[src/rtl/matrix_ls_responder_if.sv]
// rtl/matrix_ls_responder_if.sv - request, memory and matrix-RF signal bundle for the LS responder
interface matrix_ls_responder_if #(
  parameter int ROWS   = 4,
  parameter int ROW_W  = 64,
  parameter int MREG_W = 4
);
  localparam int RW = $clog2(ROWS);

  logic              req_valid;
  logic              req_ready;
  logic [1:0]        req_ls;
  logic [MREG_W-1:0] req_rd;
  logic [31:0]       req_addr;
  logic [31:0]       req_stride;

  logic              mem_ren;
  logic              mem_wen;
  logic [31:0]       mem_addr;
  logic [ROW_W-1:0]  mem_wdata;
  logic [ROW_W-1:0]  mem_rdata;
  logic              mem_ready;

  logic              mrf_wen;
  logic [MREG_W-1:0] mrf_reg;
  logic [RW-1:0]     mrf_row;
  logic [ROW_W-1:0]  mrf_wdata;
  logic [ROW_W-1:0]  mrf_rdata;

  logic              done;
  logic [MREG_W-1:0] done_rd;

  modport slave (
    input  req_valid, req_ls, req_rd, req_addr, req_stride,
    input  mem_rdata, mem_ready, mrf_rdata,
    output req_ready, mem_ren, mem_wen, mem_addr, mem_wdata,
    output mrf_wen, mrf_reg, mrf_row, mrf_wdata, done, done_rd
  );

  modport master (
    output req_valid, req_ls, req_rd, req_addr, req_stride,
    output mem_rdata, mem_ready, mrf_rdata,
    input  req_ready, mem_ren, mem_wen, mem_addr, mem_wdata,
    input  mrf_wen, mrf_reg, mrf_row, mrf_wdata, done, done_rd
  );
endinterface

[src/rtl/matrix_ls_responder.sv]
// rtl/matrix_ls_responder.sv - sequences one matrix load/store as ROWS strided row accesses
module matrix_ls_responder #(
  parameter int ROWS   = 4,
  parameter int ROW_W  = 64,
  parameter int MREG_W = 4
) (
  input  logic                   CLK,
  input  logic                   RST,
  matrix_ls_responder_if.slave   bus
);
  localparam int RW = $clog2(ROWS);

  typedef enum logic [1:0] {IDLE, LOAD, STORE, DONE} state_e;

  state_e            state_q;
  logic [RW-1:0]     row_q, row_d;
  logic [31:0]       addr_q, addr_d;
  logic [31:0]       stride_q;
  logic [MREG_W-1:0] rd_q;

  logic xfer;
  logic last_row;

  assign xfer     = (state_q == LOAD) || (state_q == STORE);
  assign last_row = (row_q == RW'(ROWS - 1));
  assign row_d    = row_q + RW'(1);
  assign addr_d   = addr_q + stride_q;

  always_ff @(posedge CLK) begin
    if (RST) begin
      state_q  <= IDLE;
      row_q    <= '0;
      addr_q   <= '0;
      stride_q <= '0;
      rd_q     <= '0;
    end else begin
      case (state_q)
        IDLE: begin
          // ls codes 0 and 3 complete the handshake but start nothing
          if (bus.req_valid && (bus.req_ls == 2'd1 || bus.req_ls == 2'd2)) begin
            rd_q     <= bus.req_rd;
            stride_q <= bus.req_stride;
            addr_q   <= bus.req_addr;
            row_q    <= '0;
            state_q  <= (bus.req_ls == 2'd1) ? LOAD : STORE;
          end
        end
        LOAD, STORE: begin
          if (bus.mem_ready) begin
            row_q  <= row_d;
            addr_q <= addr_d;
            if (last_row) state_q <= DONE;
          end
        end
        DONE:    state_q <= IDLE;
        default: state_q <= IDLE;
      endcase
    end
  end

  assign bus.req_ready = (state_q == IDLE);
  assign bus.mem_ren   = (state_q == LOAD);
  assign bus.mem_wen   = (state_q == STORE);
  assign bus.mem_addr  = xfer ? addr_q : 32'd0;
  assign bus.mem_wdata = (state_q == STORE) ? bus.mrf_rdata : {ROW_W{1'b0}};

  // RF write fires in the same cycle the memory returns the row
  assign bus.mrf_wen   = (state_q == LOAD) && bus.mem_ready;
  assign bus.mrf_reg   = xfer ? rd_q : {MREG_W{1'b0}};
  assign bus.mrf_row   = xfer ? row_q : {RW{1'b0}};
  assign bus.mrf_wdata = (state_q == LOAD) ? bus.mem_rdata : {ROW_W{1'b0}};

  assign bus.done      = (state_q == DONE);
  assign bus.done_rd   = (state_q == DONE) ? rd_q : {MREG_W{1'b0}};
endmodule

[src/flat_wrapper.sv]
// flat-port wrapper written by rule: the top's interface ports become plain ports
module matrix_ls_responder_flat 
#(
  parameter int ROWS   = 4,
  parameter int ROW_W  = 64,
  parameter int MREG_W = 4
)
  (CLK, RST, bus_req_valid, bus_req_ls, bus_req_rd, bus_req_addr, bus_req_stride, bus_mem_rdata, bus_mem_ready, bus_mrf_rdata, bus_req_ready, bus_mem_ren, bus_mem_wen, bus_mem_addr, bus_mem_wdata, bus_mrf_wen, bus_mrf_reg, bus_mrf_row, bus_mrf_wdata, bus_done, bus_done_rd);
  matrix_ls_responder_if #(.ROWS(ROWS), .ROW_W(ROW_W), .MREG_W(MREG_W)) bus_i ();
  input  logic CLK;
  input  logic RST;
  input wire logic [$bits(bus_i.req_valid)-1:0] bus_req_valid;
  input wire logic [$bits(bus_i.req_ls)-1:0] bus_req_ls;
  input wire logic [$bits(bus_i.req_rd)-1:0] bus_req_rd;
  input wire logic [$bits(bus_i.req_addr)-1:0] bus_req_addr;
  input wire logic [$bits(bus_i.req_stride)-1:0] bus_req_stride;
  input wire logic [$bits(bus_i.mem_rdata)-1:0] bus_mem_rdata;
  input wire logic [$bits(bus_i.mem_ready)-1:0] bus_mem_ready;
  input wire logic [$bits(bus_i.mrf_rdata)-1:0] bus_mrf_rdata;
  output wire logic [$bits(bus_i.req_ready)-1:0] bus_req_ready;
  output wire logic [$bits(bus_i.mem_ren)-1:0] bus_mem_ren;
  output wire logic [$bits(bus_i.mem_wen)-1:0] bus_mem_wen;
  output wire logic [$bits(bus_i.mem_addr)-1:0] bus_mem_addr;
  output wire logic [$bits(bus_i.mem_wdata)-1:0] bus_mem_wdata;
  output wire logic [$bits(bus_i.mrf_wen)-1:0] bus_mrf_wen;
  output wire logic [$bits(bus_i.mrf_reg)-1:0] bus_mrf_reg;
  output wire logic [$bits(bus_i.mrf_row)-1:0] bus_mrf_row;
  output wire logic [$bits(bus_i.mrf_wdata)-1:0] bus_mrf_wdata;
  output wire logic [$bits(bus_i.done)-1:0] bus_done;
  output wire logic [$bits(bus_i.done_rd)-1:0] bus_done_rd;
  assign bus_i.req_valid = bus_req_valid;
  assign bus_i.req_ls = bus_req_ls;
  assign bus_i.req_rd = bus_req_rd;
  assign bus_i.req_addr = bus_req_addr;
  assign bus_i.req_stride = bus_req_stride;
  assign bus_i.mem_rdata = bus_mem_rdata;
  assign bus_i.mem_ready = bus_mem_ready;
  assign bus_i.mrf_rdata = bus_mrf_rdata;
  assign bus_req_ready = bus_i.req_ready;
  assign bus_mem_ren = bus_i.mem_ren;
  assign bus_mem_wen = bus_i.mem_wen;
  assign bus_mem_addr = bus_i.mem_addr;
  assign bus_mem_wdata = bus_i.mem_wdata;
  assign bus_mrf_wen = bus_i.mrf_wen;
  assign bus_mrf_reg = bus_i.mrf_reg;
  assign bus_mrf_row = bus_i.mrf_row;
  assign bus_mrf_wdata = bus_i.mrf_wdata;
  assign bus_done = bus_i.done;
  assign bus_done_rd = bus_i.done_rd;
  matrix_ls_responder #(.ROWS(ROWS), .ROW_W(ROW_W), .MREG_W(MREG_W)) u_core (.CLK(CLK), .RST(RST), .bus(bus_i));
endmodule
[config.mk]
export PLATFORM = sky130hd
export DESIGN_NAME = matrix_ls_responder_flat
export DESIGN_NICKNAME = d
export VERILOG_FILES = /design/src/rtl/matrix_ls_responder_if.sv /design/src/rtl/matrix_ls_responder.sv /design/src/flat_wrapper.sv
export SDC_FILE = /design/constraint.sdc
export NUM_CORES = 1
export LEC_CHECK = 0
export ABC_AREA = 0
export BUFFER_PORTS_ARGS = -buffer_cell sky130_fd_sc_hd__clkbuf_2
export CAP_MARGIN = 10
export CELL_PAD_IN_SITES_DETAIL_PLACEMENT = 0
export CELL_PAD_IN_SITES_GLOBAL_PLACEMENT = 1
export CORE_AREA = 2 2 147 149
export CTS_CLUSTER_DIAMETER = 30
export CTS_CLUSTER_SIZE = 20
export DETAILED_ROUTE_END_ITERATION = 10
export DIE_AREA = 0 0 149 151
export PLACE_DENSITY_LB_ADDON = 0.1
export SLEW_MARGIN = 10
export SYNTH_ARGS = -nofsm -noshare
export SYNTH_HDL_FRONTEND = slang
export SYNTH_SLANG_ARGS = --single-unit
[constraint.sdc]
create_clock -name CLK -period 3.7 [get_ports CLK]
set_input_delay 0.925 -clock CLK [delete_from_list [all_inputs] [get_ports CLK]]
set_output_delay 0.925 -clock CLK [all_outputs]
set_load 0.02 [all_outputs]
Yosys cells after proc, flatten, opt, wreduce, memory -nomap -nowiden:

Index checks and enable logic that the tools add are counted.

* bits in registers: 72
* bits in latches: 0
* RAM bits: 0
* ROM bits: 0
* input port bits: 202
* output and inout port bits: 175
* logic and storage cells: 43
* memories: 0

* add/sub/neg operators: 2
* multipliers: 0
* div/mod/pow operators: 0
* magnitude comparators: 0
* eq/ne operators: 9
* shift-type cells: 0
* muxes and demuxes: 17
* bitwise gates (word level): 0
* reduce and logical (&&, ||, !) cells: 10

Operators with widths (count)
* $mux 64: 2
* $mux 32: 3
* $pmux 32 s2: 1
* $add 32x32->32: 1
* $mux 2: 7
* $eq 2x2->1 const B: 4
* $mux 4: 2
* $pmux 2 s3: 1
* $reduce_and 3->1: 2
* $eq 2x1->1 const B: 2
* $ne 2x1->1 const B: 2
* $pmux 2 s2: 1
* $add 2x1->2 const B: 1
* $logic_and 1x1->1: 2
* $logic_not 2->1: 1
* $logic_or 1x1->1: 2
* $ne 2x2->1 const B: 1
* $reduce_and 2->1: 1
* $reduce_bool 2->1: 1
* $reduce_or 2->1: 1

Logic depth before layout (Yosys ltp):

Gate-level depths: netlist of run 1.

* word-level depth: 5
* gate-level depth with buffers: 12
* gate-level depth less buffers: 11

Least setup slack after synthesis of run 1:

Ideal clock, no wire load.

* kind: input port to flip-flop
* start: input port bus_req_ls[1]
* end: register u_core.addr_q[29]
* setup time: 0.143 ns
* arrival time: 2.621 ns
* required time: 3.557 ns
* slack: 0.936 ns
* stages on the path: 10
* path buffers: 3
* path through: inv_1 > ha_1 > nand2b_1 > or2_1 > clkbuf_1 > nand2_1 > o21a_1 > buf_1 > buf_1 > a41oi_2

* longest elaborated chain between the ends: 5
* elaborated cells on any way between the ends: 6
* classes of those cells: 3 x eq/ne; 3 x reduce/logical

RTL lines
* from (decl): RTL line flat_wrapper.sv:13 `input wire logic [$bits(bus_i.req_ls)-1:0] bus_req_ls;`
* $eq 2x1->1 / $eq 2x2->1 (equally long branches): RTL line matrix_ls_responder.sv:40 `if (bus.req_valid && (bus.req_ls == 2'd1 || bus.req_ls == 2'd2)) begin`
* $logic_or 1x1->1 *: RTL line matrix_ls_responder.sv:40
* $logic_and 1x1->1 *: RTL line matrix_ls_responder.sv:40
* $ne 2x1->1 (no line) *
* $reduce_and 3->1 (no line) *
* to (signal assigned): RTL line matrix_ls_responder.sv:43 `addr_q <= bus.req_addr;`
* to (signal assigned): RTL line matrix_ls_responder.sv:51 `addr_q <= addr_d;`
* to (decl): RTL line matrix_ls_responder.sv:17 `logic [31:0] addr_q, addr_d;`

Every way passes the cells marked *; elsewhere a longest branch is shown, timed or not.
A chain may end at the register's enable or synchronous reset.

Final worst setup path of run 1:

* start: register u_core.state_q[0]
* end: output port bus_mem_wdata[22]

* longest elaborated chain between the ends: 2

RTL lines
* from (decl): RTL line matrix_ls_responder.sv:15 `state_e state_q;`
* from (signal assigned): RTL line matrix_ls_responder.sv:45 `state_q <= (bus.req_ls == 2'd1) ? LOAD : STORE;`
* $eq 2x2->1: RTL line matrix_ls_responder.sv:65 `assign bus.mem_wdata = (state_q == STORE) ? bus.mrf_rdata : {ROW_W{1'b0}};`
* $mux 64: RTL line matrix_ls_responder.sv:65
* to (decl): RTL line flat_wrapper.sv:24 `output wire logic [$bits(bus_i.mem_wdata)-1:0] bus_mem_wdata;`

Every way passes these cells.

==> results of run 1 <==
-- cells in the mapped netlist, types with 8 or more instances --
library cell  instances  area [um2]
dfxtp_1              72        1440
inv_1                14        52.6
o211ai_1              8        60.1
a21oi_1              77         385
xor2_1                9        78.8
ha_1                 37         463
o21ai_0              14        70.1
and2_1              172        1080
a211oi_1             27         203
nor3_1                8        40.0
nor2_1               45         169
a21o_1               10        75.1
mux2i_1              16         160
nand2_1             102         383
nand3_1              14        70.1
xnor2_1              15         131
clkbuf_1             43         161
-- registers in the layout, indices dropped and copies added (netlist names) --
name             count
u_core.addr_q       32
u_core.rd_q          4
u_core.row_q         2
u_core.state_q       2
u_core.stride_q     32
-- cell usage in the layout, fill, tap and decap left out, drive strengths merged, types with 3 or more instances in the layout --
| master | netlist | layout |
|---|---|---|
| a2111oi | 3 | 3 |
| a211oi | 28 | 28 |
| a21o | 10 | 10 |
| a21oi | 78 | 78 |
| a31oi | 3 | 3 |
| and2 | 173 | 173 |
| and3 | 6 | 6 |
| buf | 9 | 12 |
| clkbuf | 43 | 389 |
| dfxtp | 72 | 72 |
| diode | 0 | 6 |
| ha | 37 | 37 |
| inv | 14 | 14 |
| mux2i | 16 | 16 |
| nand2 | 103 | 103 |
| nand2b | 6 | 6 |
| nand3 | 14 | 14 |
| nand4 | 3 | 3 |
| nor2 | 45 | 45 |
| nor3 | 8 | 8 |
| o211ai | 8 | 8 |
| o21a | 6 | 6 |
| o21ai | 21 | 21 |
| o21bai | 5 | 5 |
| o31a | 4 | 4 |
| xnor2 | 15 | 15 |
| xor2 | 9 | 9 |
-- worst max-delay path by stage --
stage	to	startpoint	slack, ns
floorplan	u_core.addr_q[29]$_SDFFE_PP0P_	bus_req_ls[1]	0.94
global placement	u_core.addr_q[30]$_SDFFE_PP0P_	u_core.stride_q[0]$_SDFFE_PP0P_	0.85
detailed placement	u_core.addr_q[30]$_SDFFE_PP0P_	u_core.stride_q[0]$_SDFFE_PP0P_	0.77
CTS	bus_mem_wdata[22]	u_core.state_q[0]$_SDFFE_PP0P_	0.62
global route	u_core.addr_q[30]$_SDFFE_PP0P_	u_core.stride_q[0]$_SDFFE_PP0P_	0.38
finish	bus_mem_wdata[22]	u_core.state_q[0]$_SDFFE_PP0P_	0.65
-- metal layers --
layer	vias up	wire length (um)	GRT usage [%]
li1	3317	-	-
met1	3056	12500	31.8
met2	213	13700	39.6
met3	18	1580	4.58
met4	0	279	7.10
met5	-	0	0
-- kinds of logic after synthesis --
group | Yosys count
XOR/XNOR | 24
AO/OA/AOI/OAI | 181
AND/OR/NAND/NOR | 367
adder cells (fa/ha/maj) | 38
flip-flops | 72
multiplexers | 17
buffers and inverters | 66
-- critical path, cell delays in order, from the launching register on --
cell	delay, ns
dfxtp_1	0.34
inv_1	0.10
ha_2	0.71
buf_4	0.30
and2_1	0.15
clkbuf_2	0.18
-- power breakdown --
part	switching (mW)	internal, mW	total (mW)	leakage, nW
clock	0.344	0.517	0.861	0.140
sequential	0.195	1.01	1.21	0.589
combinational	1.85	1.09	2.94	3.41
total	2.39	2.62	5.01	4.14
-- cell type report --
type                            instances  area [um2]
Fill cell                            2302       12700
Multi-Input combinational cell        627        3990
Timing Repair Buffer                  388        2010
Sequential cell                        72        1440
Tap cell                              275         344
Clock buffer                           13         280
Inverter                               14        52.6
Antenna cell                            6        15.0
-- metrics by stage --
stage          power [mW]  util [%]
2_1_floorplan        3.16         -
6_report             5.01      39.0
5_1_grt              5.38      39.0
3_5_place_dp         4.17      37.6
4_1_cts              5.05      39.0
3_3_place_gp         4.18      37.6
==> run_results.csv, run 1 <==
group,metric,value,unit
sta,fin_crit_sh,82.4,%
detailed_routing,drc,0,
synth,async_reset_ff_share,0,%
hold_path,holdPathStages,2,
hold_path,hold_end,"u_core.stride_q[11]$_SDFFE_PP0P_",
detailed_routing,routed_wl,28100,um
synth,synth-xor-area-share,3.71,%
global_routing,grt_antenna_before_repair,8,
place,dpl.cell_count,1376,
critical_path,crit_required,2.77,ns
detailed_routing,wire_per_inst,20.1,um
critical_path,rrSetupSlack,0.73,ns
critical_path,r2r-start,"u_core.stride_q[0]$_SDFFE_PP0P_",
pwr,vdd_drop_max,220,uV
floorplanning,rows,53,
synth,synth_top_family_by_area,"simple AND/OR/NAND/NOR gates",
synth,synthDistinctLibCells,58,
sta,tightest_slew,0.794,ns
clock_network,cts_buffers,9,
synth,ys_warn_count,0,
clock_network,cts.root.buffer_cell,"clkbuf_16",
place,placed_area,0.00783,mm2
clock_network,htree_num_levels,3,
global_routing,grt_usage,24.0,%
global_routing,grt_pass1_vias,6389,
global_routing,grt_start_max_net_pins,56,
clock_network,clk_pin_slew,0.06,ns
synth,synth_compound_area_share,21.1,%
layout,layout-drive-gt1-share,37.3,%
sta,worst_slack,0.650,ns
sta,whs,0.460,ns
critical_path,worstSetupStartpointType,"flop",
critical_path,endpoint_kind,"output port",
sta,drv_slew,0,
detailed_routing,drt_iter0_markers,283,
global_routing,grt_pass1_wl,40100,um
clock_network,postCtsSetupRepairBufs,0,
sta,max_freq,0.328,GHz
synth,syn_avg_cell_area,7.41,um2
layout,fin_area,0.00813,mm2
clock_network,clock_path_buffers,2,
floorplanning,pin_count,377,
detailed_routing,firstDrtPassIters,5,
synth,yosys.area_share.simple,33.8,%
detailed_routing,ant_nets,0,
synth,ys_seq_area_share,25.4,%
synth,synth_nets,1005,
hold_path,holdCritStartpoint,"u_core.stride_q[11]$_SDFFE_PP0P_",
sta,setup_viol,0,
pwr,power_density,616,mW/mm2
sta,rsz0062_at_grt,"false",
floorplanning,die_w,149,um
detailed_routing,via_per_inst,4.73,
hold_path,holdCritPathClass,"reg -> reg",
clock_network,cts_sinks,72,
synth,synth_cells,765,
layout,fin_cells,1395,
synth,muxShareOfSynthArea,3.02,%
clock_network,clkLatencyLatePin,0.34,ns
critical_path,ff2ff_path_depth,11,
clock_network,cts-resized-gates,0,
place,dpl_worst_slack,0.772,ns
critical_path,criticalPathCategory,"reg -> out",
place,gp_congestion,0.849,
pwr,p_leak,4.14,nW
detailed_routing,num_vias,6604,
floorplanning,die_area,0.0225,mm2
synth,synth_seq_cells,72,
place,io_buffers,376,
synth,synth_edf_count,0,
synth,syn-cell-area,0.00567,mm2
floorplanning,fp.dieH,151,um
sta,finClkSkew,0.00532,ns
place,post-dp-hpwl,23500,um
floorplanning,start_util,27.2,%
sta,relSlewSlack,47.1,%
critical_path,arrival,2.13,ns
layout,area_delta_synth_final,43.4,%
critical_path,reg2reg_to,"u_core.addr_q[30]$_SDFFE_PP0P_",
clock_network,postCtsHoldBufs,0,
critical_path,path_max_fanout,50,
synth,synthFlopType,"dfxtp_1",
clock_network,cts_tree,"yes",
sta,hold_viol,0,
outcome,outcome,"finished clean",
sta,fin_tns_setup,0,ns
layout,num-nets-final,1352,
job,cap_violations,0,
floorplanning,core_area,0.0208,mm2
synth,synthAdderAreaFrac,8.52,%
global_routing,gr-total-overflow,0,
sta,min_period,3.05,ns
(Power assumes the default switching activity.)
==> run 2, diff against run 1 <==
==> constraint.sdc (replaced) <==
create_clock -name CLK -period 3 [get_ports CLK]
set_input_delay 0.75 -clock CLK [delete_from_list [all_inputs] [get_ports CLK]]
set_output_delay 0.75 -clock CLK [all_outputs]
set_load 0.02 [all_outputs]
==> run 2 against run 1 <==
  * First-iteration DRC count is 9.2% higher
  * Critical endpoint is now u_core.addr_q[29]$_SDFFE_PP0P_
  * Critical path depth grew 5
  * Core utilization increased by 0.21 points
  * Highest routed layer is now met5
  * Clock skew barely moved
  * Largest cell class unchanged
==> run_results.csv, run 2 (same netlist as run 1, synthesis figures left out) <==
group,metric,value,unit
detailed_routing,drt_iter0_markers,309,
floorplanning,core_area,0.0208,mm2
pwr,intPower,3.21,mW
sta,drv_slew,0,
global_routing,grt_pass1_vias,6419,
pwr,sequentialPowerShare,24.1,%
hold_path,holdCritStartpoint,"u_core.stride_q[16]$_SDFFE_PP0P_",
floorplanning,rows,53,
pwr,p_leak,4.18,nW
critical_path,crit_required,3.27,ns
clock_network,clk_pin_slew,0.06,ns
outcome,outcome,"finished clean",
detailed_routing,routed_wl,28200,um
pwr,clkPwrFrac,16.0,%
detailed_routing,firstDrtPassIters,5,
global_routing,grt_antenna_before_repair,8,
critical_path,slowest_delay,0.43,ns
clock_network,cts.root.buffer_cell,"clkbuf_16",
clock_network,cts-resized-gates,0,
global_routing,grt_start_max_net_pins,66,
layout,final_cell_mix,"clkbuf_2 (376), and2_1 (172), nand2_1 (102)",
floorplanning,fp.dieH,151,um
floorplanning,start_util,27.2,%
critical_path,r2r-start,"u_core.addr_q[1]$_SDFFE_PP0P_",
sta,fin_crit_sh,96.0,%
critical_path,critPathLaunch,"u_core.addr_q[1]$_SDFFE_PP0P_",
pwr,switching_share,47.9,%
pwr,p_comb_share,59.8,%
detailed_routing,ant_nets,0,
critical_path,path_cells,"ha_1 > a211oi_1 > o31ai_4 > o211ai_1 > and2_4 > o31a_4 > o21bai_4 > o31a_2 > a2111o_1 > a41oi_2",
clock_network,cts_tree,"yes",
sta,setup_viol,0,
clock_network,postCtsSetupRepairBufs,0,
place,gp_congestion,0.838,
clock_network,cts_buffers,9,
layout,fillers,2342,
hold_path,holdCritPathClass,"reg -> reg",
pwr,total_power,6.15,mW
floorplanning,die_area,0.0225,mm2
critical_path,arrival,3.15,ns
sta,max_freq,0.347,GHz
global_routing,grt_usage,24.0,%
critical_path,cpMaxStageDelayCell,"a2111o_1",
pwr,p_switching,2.95,mW
detailed_routing,via_per_inst,4.74,
layout,num-nets-final,1362,
clock_network,cts_sinks,72,
layout,reg_top3,"u_core.addr_q: 32 flops, u_core.stride_q: 32 flops, u_core.rd_q: 4 flops",
sta,whs,0.461,ns
critical_path,path_max_fanout,4,
sta,finClkSkew,0.00539,ns
layout,area_delta_synth_final,44.2,%
sta,tightest_slew,0.658,ns
sta,hold_viol,0,
floorplanning,die_w,149,um
floorplanning,pin_count,377,
place,post-dp-hpwl,23700,um
detailed_routing,num_vias,6656,
critical_path,worstSetupStartpointType,"flop",
detailed_routing,wire_per_inst,20.1,um
critical_path,endpoint_kind,"flop",
job,cap_violations,0,
pwr,vdd_drop_max,351,uV
layout,multi_input_area,0.00400,mm2
critical_path,worst-path-buf-inv,0,
clock_network,htree_num_levels,3,
place,io_buffers,376,
layout,layout-drive-gt1-share,37.9,%
layout,seq_area,0.00144,mm2
global_routing,gr-total-overflow,0,
sta,min_period,2.88,ns
detailed_routing,drc,0,
clock_network,clkLatencyLatePin,0.34,ns
critical_path,criticalPathCategory,"reg -> reg",
pwr,power_density,753,mW/mm2
layout,layout.cells.most_common,"clkbuf_2",
clock_network,clock_path_buffers,2,
sta,relSlewSlack,55.5,%
clock_network,postCtsHoldBufs,0,
critical_path,critPathTopFamily,"compound AO/OA/AOI/OAI gates",
global_routing,grt_pass1_wl,40000,um
run 2: per-layer routing:
metal	vias up	routed length (um)	share of wire, %	global-route usage (%)
li1	3324	-	-	-
met1	3100	12600	45	31.7
met2	207	13600	48	40.0
met3	21	1670	5.9	4.61
met4	4	306	1.1	6.48
met5	-	30	0.11	0
run 2: final cells by class:
cell class / instances / area share [%]
Clock inverter: 1 / 0.0612
Antenna cell: 3 / 0.0919
Clock buffer: 13 / 3.06
Tap cell: 275 / 4.21
Timing Repair Buffer: 398 / 25.4
Multi-Input combinational cell: 627 / 48.9
Sequential cell: 72 / 17.6
Inverter: 14 / 0.643
run 2: power groups by stage:
stage | Clock, mW | Sequential (mW) | Combinational [mW]
floorplan | 0 | 1.42 | 2.48
global placement | 0 | 1.49 | 3.70
detailed placement | 0 | 1.50 | 3.67
CTS | 1.02 | 1.48 | 3.69
global route | 1.06 | 1.53 | 4.03
finish | 0.988 | 1.48 | 3.68
run 2: worst min-delay path: stages (launching register included):
cell	delay, ns
dfxtp_1	0.31
nand2_1	0.05
a21oi_1	0.05
run 2: per-stage QoR:
step / std cells / cell area (um2) / worst slack, ns / TNS [ns] / util, %
final: 1403 / 8170 / 0.119 / 0 / 39.2
after CTS: 1400 / 8150 / 0.0605 / 0 / 39.1
after global routing: 1403 / 8170 / -0.0673 / -0.0673 / 39.2
after detailed placement: 1386 / 7900 / 0.0987 / 0 / 37.9
after floorplan: 765 / 5670 / 0.383 / 0 / -
after global placement: 1386 / 7900 / 0.145 / 0 / 37.9
run 2: path summary, 6_finish.rpt:
| kind | slack (ns) | endpoint | depth (start not counted) |
|---|---|---|---|
| max | 0.12 | u_core.addr_q[29]$_SDFFE_PP0P_ | 10 |
| min | 0.46 | u_core.stride_q[16]$_SDFFE_PP0P_ | 2 |
| max reg2reg | 0.12 | u_core.addr_q[29]$_SDFFE_PP0P_ | 10 |
| min reg2reg | 0.46 | u_core.stride_q[16]$_SDFFE_PP0P_ | 2 |
